<file path="src/rtl/beep_seq_pkg.sv">
// Shared types and timing constants for the beep sequencer and its ms tick.
package beep_seq_pkg;

    typedef enum logic [2:0] {
        IDLE,
        TRIG,
        WAIT_ACK,
        WAIT_END,
        GAP,
        DONE,
        DONE_ERR
    } seq_state_t;

    localparam int MS_DIV      = 4000;
    localparam int MS_DIV_SIM  = 10;
    localparam int ACK_TIMEOUT = 15;

    // Number of 4 MHz cycles that make up one (possibly shortened) millisecond.
    function automatic logic [11:0] msDivisor(input bit sim);
        return sim ? 12'(MS_DIV_SIM) : 12'(MS_DIV);
    endfunction

endpackage

</file>
<file path="src/rtl/mod_beep_seq_ms_tick.sv">
// Millisecond tick generator: one-cycle tick every MS divisor cycles since the last clear.
module mod_ms_tick
    import beep_seq_pkg::*;
#(
    parameter bit simulation = 1'b0
) (
    input  logic clk_4M_i,
    input  logic rst_i,
    input  logic clr_i,
    output logic tick_o
);

    localparam logic [11:0] DIV_LAST = msDivisor(simulation) - 12'd1;

    logic [11:0] r_count;

    assign tick_o = !clr_i && (r_count == DIV_LAST);

    // Free-running divider that wraps after the last count and restarts on clear.
    always_ff @(posedge clk_4M_i or posedge rst_i) begin
        if (rst_i) begin
            r_count <= '0;
        end else if (clr_i || (r_count == DIV_LAST)) begin
            r_count <= '0;
        end else begin
            r_count <= r_count + 12'd1;
        end
    end

endmodule

</file>
<file path="src/rtl/mod_beep_seq.sv">
// Beep sequencer: plays N fixed-length beeps on mod_buzzer with programmable silent gaps.
module mod_beep_seq
    import beep_seq_pkg::*;
#(
    parameter bit simulation = 1'b0,
    parameter int CNT_W      = 4
) (
    input  logic             clk_4M_i,
    input  logic             rst_i,
    input  logic             start_i,
    input  logic             abort_i,
    input  logic [CNT_W-1:0] beep_count_i,
    input  logic [31:0]      on_ms_i,
    input  logic [15:0]      gap_ms_i,
    input  logic             buzz_cyc_i,
    output logic             buzz_trig_o,
    output logic [31:0]      buzz_period_o,
    output logic             busy_o,
    output logic             done_o,
    output logic             err_o,
    output logic [CNT_W-1:0] beeps_left_o
);

    localparam logic [3:0] ACK_LAST = 4'(ACK_TIMEOUT - 1);

    seq_state_t       r_state;
    logic             r_trig;
    logic [31:0]      r_period;
    logic             r_busy;
    logic             r_done;
    logic             r_err;
    logic [CNT_W-1:0] r_left;
    logic [15:0]      r_gap;
    logic [15:0]      r_gapCnt;
    logic [3:0]       r_ackCnt;
    logic             r_abort;

    logic w_tick;
    logic w_tickClr;
    logic w_abortSeen;

    assign w_tickClr   = (r_state != GAP);
    assign w_abortSeen = r_abort | abort_i;

    assign buzz_trig_o   = r_trig;
    assign buzz_period_o = r_period;
    assign busy_o        = r_busy;
    assign done_o        = r_done;
    assign err_o         = r_err;
    assign beeps_left_o  = r_left;

    mod_ms_tick #(
        .simulation(simulation)
    ) u_msTick (
        .clk_4M_i(clk_4M_i),
        .rst_i   (rst_i),
        .clr_i   (w_tickClr),
        .tick_o  (w_tick)
    );

    // Sequencer FSM; the ack counter starts at 1 in TRIG so the trigger cycle counts toward the timeout.
    always_ff @(posedge clk_4M_i or posedge rst_i) begin
        if (rst_i) begin
            r_state  <= IDLE;
            r_trig   <= 1'b0;
            r_period <= '0;
            r_busy   <= 1'b0;
            r_done   <= 1'b0;
            r_err    <= 1'b0;
            r_left   <= '0;
            r_gap    <= '0;
            r_gapCnt <= '0;
            r_ackCnt <= '0;
            r_abort  <= 1'b0;
        end else begin
            r_trig <= 1'b0;
            r_done <= 1'b0;
            if (r_busy && abort_i) begin
                r_abort <= 1'b1;
            end
            case (r_state)
                IDLE: begin
                    if (start_i) begin
                        r_period <= on_ms_i;
                        r_gap    <= gap_ms_i;
                        r_left   <= beep_count_i;
                        r_err    <= 1'b0;
                        r_abort  <= 1'b0;
                        r_busy   <= 1'b1;
                        if (beep_count_i == '0) begin
                            r_state <= DONE;
                            r_done  <= 1'b1;
                        end else begin
                            r_state <= TRIG;
                            r_trig  <= 1'b1;
                        end
                    end
                end
                TRIG: begin
                    if (r_left != '0) begin
                        r_left <= r_left - 1'b1;
                    end
                    r_ackCnt <= 4'd1;
                    r_state  <= WAIT_ACK;
                end
                WAIT_ACK: begin
                    if (buzz_cyc_i) begin
                        r_state <= WAIT_END;
                    end else if (r_ackCnt == ACK_LAST) begin
                        r_err   <= 1'b1;
                        r_state <= DONE_ERR;
                    end else begin
                        r_ackCnt <= r_ackCnt + 4'd1;
                    end
                end
                WAIT_END: begin
                    if (!buzz_cyc_i) begin
                        if (w_abortSeen) begin
                            r_state <= IDLE;
                            r_busy  <= 1'b0;
                        end else if (r_left == '0) begin
                            r_state <= DONE;
                            r_done  <= 1'b1;
                        end else if (r_gap == '0) begin
                            r_state <= TRIG;
                            r_trig  <= 1'b1;
                        end else begin
                            r_state  <= GAP;
                            r_gapCnt <= '0;
                        end
                    end
                end
                GAP: begin
                    if (w_abortSeen) begin
                        r_state <= IDLE;
                        r_busy  <= 1'b0;
                    end else if (w_tick) begin
                        if ((r_gapCnt + 16'd1) == r_gap) begin
                            r_state <= TRIG;
                            r_trig  <= 1'b1;
                        end else begin
                            r_gapCnt <= r_gapCnt + 16'd1;
                        end
                    end
                end
                DONE: begin
                    r_state <= IDLE;
                    r_busy  <= 1'b0;
                end
                DONE_ERR: begin
                    r_state <= IDLE;
                    r_busy  <= 1'b0;
                end
                default: begin
                    r_state <= IDLE;
                    r_busy  <= 1'b0;
                end
            endcase
        end
    end

endmodule

</file>
<file path="config.mk">
export PLATFORM = sky130hd
export DESIGN_NAME = mod_beep_seq
export DESIGN_NICKNAME = d
export VERILOG_FILES = /design/src/rtl/beep_seq_pkg.sv /design/src/rtl/mod_beep_seq_ms_tick.sv /design/src/rtl/mod_beep_seq.sv
export SDC_FILE = /design/constraint.sdc
export NUM_CORES = 1
export LEC_CHECK = 0
export CAP_MARGIN = 20
export CORE_MARGIN = 8
export CORE_UTILIZATION = 45
export CTS_BUF_LIST = sky130_fd_sc_hd__clkbuf_16
export DETAILED_ROUTE_END_ITERATION = 6
export HOLD_SLACK_MARGIN = 0.12
export PLACE_DENSITY = 0.77
export SYNTH_ARGS = -nofsm -noshare
export SYNTH_HDL_FRONTEND = slang
export SYNTH_SLANG_ARGS = --single-unit
</file>
<file path="constraint.sdc">
create_clock -name clk_4M_i -period 3.4 [get_ports clk_4M_i]
set_input_delay 0.68 -clock clk_4M_i [delete_from_list [all_inputs] [get_ports clk_4M_i]]
set_output_delay 0.68 -clock clk_4M_i [all_outputs]
set_load 0.05 [all_outputs]
</file>
## After elaboration in Yosys (flattened, before gate mapping)

Index checks and enable logic that the tools add are counted.

| cells by class | value |
|---|---|
| $add $sub $neg | 4 |
| eq/ne operators | 23 |
| multiplexer cells | 54 |
| bitwise operators | 2 |
| reductions and logical operators | 21 |

Operators with widths:

| operator | count |
|---|---|
| $mux W16 | 7 |
| $mux W3 | 11 |
| $pmux W16 S2 | 1 |
| $mux W1 | 23 |
| $ne A2 B2 Y1 const B | 11 |
| $add A16 B1 Y16 const B | 1 |
| $eq A16 B16 Y1 | 1 |
| $logic_not A16 Y1 | 1 |
| $mux W4 | 4 |
| $pmux W4 S2 | 2 |
| $pmux W3 S5 | 1 |
| $add A12 B1 Y12 const B | 1 |
| $eq A12 B12 Y1 const B | 1 |
| $mux W12 | 1 |
| $ne A3 B3 Y1 const B | 3 |
| $reduce_and A3 Y1 | 3 |
| $logic_not A4 Y1 | 2 |
| $reduce_and A8 Y1 | 1 |
| $reduce_bool A2 Y1 | 4 |
| $eq A3 B2 Y1 const B | 2 |
| $reduce_and A5 Y1 | 1 |
| $add A4 B1 Y4 const B | 1 |
| $eq A4 B4 Y1 const B | 1 |
| $pmux W1 S2 | 2 |
| 17 further kinds | 18 |

| storage, ports and cells | value |
|---|---|
| flip-flop bits (word level) | 92 |
| input port bits | 57 |
| output and inout port bits | 40 |
| logic and storage cells | 116 |

## Longest topological paths before layout

Gate-level depths: netlist (run 1).

| depth | value |
|---|---|
| depth in word-level cells | 6 |
| depth in mapped cells | 11 |
| mapped depth without buffers | 9 |

## Modules after synthesis

A second synthesis (run 1) with hierarchy kept.

| unflattened totals | value |
|---|---|
| cells, all modules | 562 |
| area total of the unflattened synthesis | 4864.7 µm² |

Modules (own cells, without submodules):

| module | instances | cells each | area each (µm²) | seq. area each (µm²) |
|---|---|---|---|---|
| mod_beep_seq | 1 | 500 | 4270.3 | 2001.9 |
| mod_ms_tick | 1 | 62 | 594.3 | 300.3 |

## Worst setup path before layout (run 1)

No wires, ideal clock.

| timing | value |
|---|---|
| path type | register to register |
| start point | reg r_gapCnt[0] |
| end point | reg r_gapCnt[9] |
| library setup time | 0.135 ns |
| arrival | 2.277 ns |
| required time | 3.265 ns |
| setup slack | 0.988 ns |
| cell stages (with the launch flop) | 12 |
| buffers on the path | 2 |
| period minus slack after synthesis | 2.412 ns |
| cell sequence | dfrtp_1 -> ha_1 -> and3_1 -> buf_2 -> xnor2_1 -> a31oi_1 -> o32ai_1 -> a21oi_2 -> nor4b_4 -> or2_1 -> buf_6 -> o41ai_2 |

| on the way | value |
|---|---|
| cells in the longest elaborated chain, start to end | 5 |
| elaborated cells between the ends (all ways) | 8 |
| those cells by class | add/sub: 1; eq/ne: 2; mux: 4; reduce/logical: 1 |

Ends and longest elaborated chain:

| what | line | RTL |
|---|---|---|
| start, declared | mod_beep_seq.sv:34 | `logic [15:0] r_gapCnt;` |
| start signal, assigned | mod_beep_seq.sv:142 | `r_gapCnt <= r_gapCnt + 16'd1;` |
| $add A16 B1 Y16 * | mod_beep_seq.sv:138, mod_beep_seq.sv:142 |  |
| branches (longest 4 deep; another with $eq A16 B16 Y1) | - |  |

Every way passes the cells marked *. The select of a mux whose other input is x is not followed.
A chain may end at the register's enable or synchronous reset.

## Worst setup path after layout (run 1)

| timing | value |
|---|---|
| start point | reg r_gapCnt[0] |
| end point | reg r_gapCnt[12] |

The elaborated chain is that of the path after synthesis.

==> results.json, run 1 <==
{
  "status": "finished clean",
  "ant_nets": 0,
  "die_x_um": 120,
  "wl_per_cell_um": 15.7,
  "whs_ns": 0.473,
  "drv_cap": 0,
  "portBuffers": 96,
  "crit_slowest_cell": "or2_1",
  "yosys-top-cells-count": "nand2_1, dfrtp_1, nor2_1, nand3_1, xnor2_1",
  "drt_iter0_drc": 164,
  "post-route-drc-count": 0,
  "min-delay-path-class": "reg -> reg",
  "synth_edf_count": 0,
  "gp_congestion": 0.898,
  "multi_input_area_mm2": 0.00236,
  "wl_um": 12300,
  "utilization_pct": 57.8,
  "die_y_um": 120,
  "slew_viol_final": 0,
  "path_class": "reg -> reg",
  "die-area_mm2": 0.0144,
  "synth_top_cell_area_share_pct": 47.4,
  "start_util_pct": 45.4,
  "grt_pass1_wl_um": 20900,
  "tightest_slew_ns": 0.954,
  "antenna_found_initial": 0,
  "yosys-top-cells-area": "dfrtp_1, nand2_1, xnor2_1",
  "drt_first_pass_iters": 4,
  "setup_ws_ns": 0.497,
  "slew_headroom_pct": 36.4,
  "rows": 38,
  "clkTransAtPathRegs_ns": 0.06,
  "num_vias": 4234,
  "yosys_warnings": 0,
  "nFillCells": 897,
  "cp-end-kind": "flip-flop",
  "cts_tree": "built",
  "ys.flop_type": "dfrtp_1",
  "ys_types": 65,
  "clock.fmax_mhz": 345,
  "cp_cell_sequence": "ha_1 -> nand3_1 -> or3_1 -> a21oi_1 -> o32ai_1 -> nor2_1 -> nor4b_4 -> or2_1 -> o21ai_2",
  "dpl-instance-area_mm2": 0.00592,
  "ir_drop_v": 0.000589,
  "post-route-min-period_ns": 2.90,
  "finalInstanceArea_mm2": 0.00619,
  "clock-sinks": 92,
  "syn_area_per_cell_um2": 8.79,
  "cts_setup_buffers": 0,
  "yosysMostFrequentCell": "nand2_1",
  "cts_max_path_buffers": 2,
  "ys_seq_area_share_pct": 47.4,
  "period_share_pct": 85.4,
  "ys_seq_elements": 92,
  "setup.worst_path.start_class": "flip-flop",
  "place_inst": 766,
  "finalPower_mw": 5.45,
  "syn_nets": 614,
  "fin_tns_setup_ns": 0,
  "cp_max_fo": 11,
  "fp.coreArea_mm2": 0.0107,
  "skew_ns": 0.00962,
  "syn_area_mm2": 0.00485,
  "layout.nets": 699,
  "p_leak_nw": 2.70,
  "grt_start_max_net_pins": 53,
  "cp.required_ns": 3.60,
  "hold_violations": 0,
  "fin_cells": 782,
  "grt_pass1_vias": 4362,
  "routed_via_density": 5.41,
  "drive_gt1_share_pct": 7.63,
  "grt-ovfl-total": 0,
  "pre_cts_slack_ns": 0.566,
  "diodes": 0,
  "cts_hold_buf": 0,
  "pin_count": 97,
  "synthCells": 552,
  "synth_top_area_cell": "dfrtp_1",
  "cts_buffers": 9,
  "clkLatencyLatePin_ns": 0.34,
  "grt_usage_pct": 17.6,
  "cts_resized": 0,
  "crit_arrival_ns": 3.10,
  "area_delta_synth_final_pct": 27.5,
  "hpwl_um": 8950,
  "synth-async-reset-ratio_pct": 100,
  "setup_viol": 0,
  "rsz0062_at_grt": "false",
  "max_stage_delay_ns": 0.55,
  "root_buffer": "clkbuf_16",
  "powerDensity_mw_per_mm2": 880,
  "cts_max_level": 3,
  "seqCellArea_mm2": 0.00230
}
[critical path: cells and delay by family (launching register included)]
kind,cells,cell delay [ns]
DFF,1,0.45
AOI/OAI and AO/OA,3,0.38
adders and majority gates,1,0.27
and+or+nand+nor,5,1.67
[sequential cells by signal, indices dropped and copies added (netlist names)]
| signal | count |
|---|---|
| buzz_period_o | 32 |
| r_abort | 1 |
| done_o | 1 |
| u_msTick.r_count | 12 |
| busy_o | 1 |
| beeps_left_o | 4 |
| r_gapCnt | 16 |
| err_o | 1 |
| r_ackCnt | 4 |
| r_gap | 16 |
| r_state | 3 |
| buzz_trig_o | 1 |
[routing by layer]
layer	up-vias	GRT usage, %	routed length [um]
li1	2047	-	-
met2	162	27.2	5600
met1	2000	20.9	5060
met4	0	6.25	269
met3	25	8.78	1380
met5	-	0	0
[cell usage in the layout, fill, tap and decap left out, drive strengths merged, types with 11 or more instances in the layout]
| cell type | count |
|---|---|
| nor2 | 30 |
| nand2 | 184 |
| clkdlybuf4s50 | 96 |
| o21ai | 16 |
| inv | 16 |
| nand4 | 11 |
| dfrtp | 92 |
| xnor2 | 20 |
| nand3 | 24 |
| xor2 | 15 |
[path summary, 6_finish.rpt]
kind                                  startpoint  depth (start not counted)               end  slack, ns
worst min-delay path            buzz_period_o[2]                          2  buzz_period_o[2]       0.47
worst max register to register       r_gapCnt[0]                          9      r_gapCnt[12]       0.50
worst max-delay path                 r_gapCnt[0]                          9      r_gapCnt[12]       0.50
min in group asynchronous                  rst_i                          2   beeps_left_o[1]       0.79
max in group asynchronous                  rst_i                          3       r_gapCnt[3]       1.90
worst min register to register  buzz_period_o[2]                          2  buzz_period_o[2]       0.47
[final cells by class]
cell class	count	area share, %
inverters	15	0.930
repair buffers	104	16.7
multi-input cells	415	38.1
well taps	140	2.83
clock inverters	7	0.587
clock buffers	9	3.64
flip-flops and latches	92	37.2
[cells by family (layout without fill, tap and decap cells)]
family / after synthesis / count (layout) / share of synthesized area [%]
multiplexers: 1 / 1 / 0.206
XOR/XNOR: 35 / 35 / 6.47
AND/OR/NAND/NOR: 302 / 302 / 28.9
buffers and inverters: 45 / 135 / 4.15
flip-flops: 92 / 92 / 47.4
AO/OA/AOI/OAI: 72 / 72 / 11.6
adder cells (fa/ha/maj): 5 / 5 / 1.29
[where the power goes]
| part | switching (mW) | leakage, nW | total, mW | internal [mW] |
|---|---|---|---|---|
| combinational | 1.63 | 1.40 | 2.59 | 0.962 |
| sequential | 0.461 | 1.17 | 1.96 | 1.50 |
| clock | 0.404 | 0.133 | 0.889 | 0.485 |
| total | 2.50 | 2.70 | 5.45 | 2.95 |
Power figures use the tool's default switching activity.
==> run 2: changes to the inputs <==
--- a/config.mk
+++ b/config.mk
@@ -5,13 +5,14 @@
 export SDC_FILE = /design/constraint.sdc
 export NUM_CORES = 1
 export LEC_CHECK = 0
-export CAP_MARGIN = 20
 export CORE_MARGIN = 8
 export CORE_UTILIZATION = 45
 export CTS_BUF_LIST = sky130_fd_sc_hd__clkbuf_16
 export DETAILED_ROUTE_END_ITERATION = 6
+export GPL_TIMING_DRIVEN = 0
 export HOLD_SLACK_MARGIN = 0.12
 export PLACE_DENSITY = 0.77
 export SYNTH_ARGS = -nofsm -noshare
 export SYNTH_HDL_FRONTEND = slang
 export SYNTH_SLANG_ARGS = --single-unit
+export TNS_END_PERCENT = 10
==> run 2 against run 1 <==
  * Global-route usage grew 1.2 points
  * Non-clock buffer count is 23 higher
  * Sequential power shrank 6%
  * Critical path depth rose by 1
  * Wire length is 5.6% higher
  * Total power rose by 5.9%
  * Critical path type unchanged
==> results.json, run 2 (synthesis results as in run 1) <==
{
  "drive_gt1_share_pct": 8.42,
  "utilization_pct": 59.4,
  "setup.worst_path.start_class": "flip-flop",
  "period_share_pct": 89.3,
  "ir_drop_v": 0.000782,
  "powerDensity_mw_per_mm2": 907,
  "r2r_slack_ns": 0.37,
  "start_util_pct": 45.4,
  "antenna_found_initial": 0,
  "hpwl_um": 9450,
  "cp_cell_sequence": "buf_2 -> inv_2 -> nor3_2 -> nand3_1 -> o2bb2ai_1 -> clkbuf_1 -> nand2_1 -> o21ai_0 -> a31oi_1 -> o41ai_2",
  "setup_viol": 0,
  "cts_setup_buffers": 0,
  "diodes": 0,
  "r2r-start": "r_state[2]",
  "hold_path.startpoint": "buzz_period_o[24]",
  "portBuffers": 96,
  "switchingPower_mw": 2.56,
  "clock.fmax_mhz": 330,
  "tightest_slew_ns": 0.785,
  "cp_max_fo": 10,
  "grt-ovfl-total": 0,
  "die_y_um": 120,
  "drt_first_pass_iters": 7,
  "cts_resized": 0,
  "drv_cap": 0,
  "fin_cells": 805,
  "seqPwrFrac_pct": 32.1,
  "cp-end-kind": "flip-flop",
  "sw_frac_of_total_pct": 44.5,
  "cts_max_level": 3,
  "crit_slowest_cell": "nor3_2",
  "slew_headroom_pct": 47.7,
  "finalPower_mw": 5.77,
  "post-route-min-period_ns": 3.03,
  "hold_violations": 0,
  "wl_per_cell_um": 16.1,
  "cts_tree": "built",
  "status": "finished clean",
  "r2r_cells": 10,
  "post-route-drc-count": 0,
  "clkTransAtPathRegs_ns": 0.07,
  "cts_hold_buf": 0,
  "layout.nets": 722,
  "cp.depth": 10,
  "grt_pass1_wl_um": 22200,
  "die-area_mm2": 0.0144,
  "setup_ws_ns": 0.365,
  "min_to": "buzz_period_o[24]",
  "root_buffer": "clkbuf_16",
  "cp.required_ns": 3.61,
  "clockPowerShare_pct": 19.8,
  "num_vias": 4373,
  "die_x_um": 120,
  "pwr-share-comb_pct": 48.0,
  "grt_pass1_vias": 4579,
  "fp.coreArea_mm2": 0.0107,
  "wl_um": 13000,
  "rsz0062_at_grt": "false",
  "drt_iter0_drc": 234,
  "grt_usage_pct": 18.8,
  "cts_max_path_buffers": 2,
  "pin_count": 97,
  "place_inst": 789,
  "crit_arrival_ns": 3.24,
  "p_int_mw": 3.20,
  "final_cell_mix": "nand2_1, clkdlybuf4s50_1, dfrtp_1, nor2_1, nand3_1",
  "area_delta_synth_final_pct": 31.0,
  "path_class": "reg -> reg",
  "max_stage_delay_ns": 0.52,
  "clkLatencyLatePin_ns": 0.34,
  "layout_commonest_cell": "nand2_1",
  "cts_buffers": 9,
  "min-delay-path-class": "reg -> reg",
  "routed_via_density": 5.43,
  "holdPathStages": 2,
  "crit_family": "simple AND/OR/NAND/NOR gates",
  "pre_cts_slack_ns": 0.299,
  "nFillCells": 873,
  "r2r-end": "r_gapCnt[9]",
  "skew_ns": 0.00617,
  "ant_nets": 0,
  "slew_viol_final": 0,
  "p_leak_nw": 2.79,
  "rows": 38,
  "crit_buf_inv": 3,
  "clock-sinks": 92,
  "largest_reg_flops": 32,
  "grt_start_max_net_pins": 71,
  "gp_congestion": 0.866
}
==> run 2: worst max-delay path by stage <==
stage | start | endpoint
3_5_place_dp | abort_i | r_gapCnt[7]
2_1_floorplan | rst_i | beeps_left_o[0]
6_report | r_state[2] | r_gapCnt[9]
5_1_grt | r_state[2] | r_gapCnt[2]
3_3_place_gp | rst_i | r_gapCnt[2]
4_1_cts | u_msTick.r_count[0] | r_gapCnt[7]
==> run 2: layout make-up <==
type	count	area, um2	share of cell area, %
Timing Repair Buffer	97	988	15.5
Clock inverter	7	114	1.79
Buffer	30	145	2.28
Inverter	15	58.8	0.925
Tap cell	140	175	2.76
Clock buffer	9	225	3.54
Sequential cell	92	2300	36.2
Multi-Input combinational cell	415	2350	36.9
==> run 2: worst min-delay path, delay by kind of cell (launching register included) <==
| family | cells | cell delay, ns |
|---|---|---|
| simple gates | 2 | 0.10 |
| flops | 1 | 0.34 |
==> run 2: power by group through the flow <==
stage / clock, mW / sequential (mW) / combinational, mW
final: 1.14 / 1.85 / 2.77
after CTS: 1.16 / 1.85 / 2.78
after floorplan: 0 / 2.53 / 1.20
after global routing: 1.20 / 1.91 / 3.01
after detailed placement: 0 / 1.86 / 2.75
after global placement: 0 / 1.84 / 2.68
==> run 2: routing by layer <==
layer,share of wire (%),wire length [um],global-route usage [%]
met4,1.5,195,7.57
met1,41,5280,22.1
met3,12,1500,8.41
met2,46,6020,29.5
met5,0,0,0
==> run 2: stage by stage <==
step	hold WS [ns]	TNS, ns	area, um2
2_1_floorplan	0.454	0	4850
3_3_place_gp	0.457	-92.96	5990
3_5_place_dp	0.462	0	6020
4_1_cts	0.478	0	6360
5_1_grt	0.502	0	6360
6_report	0.476	0	6360
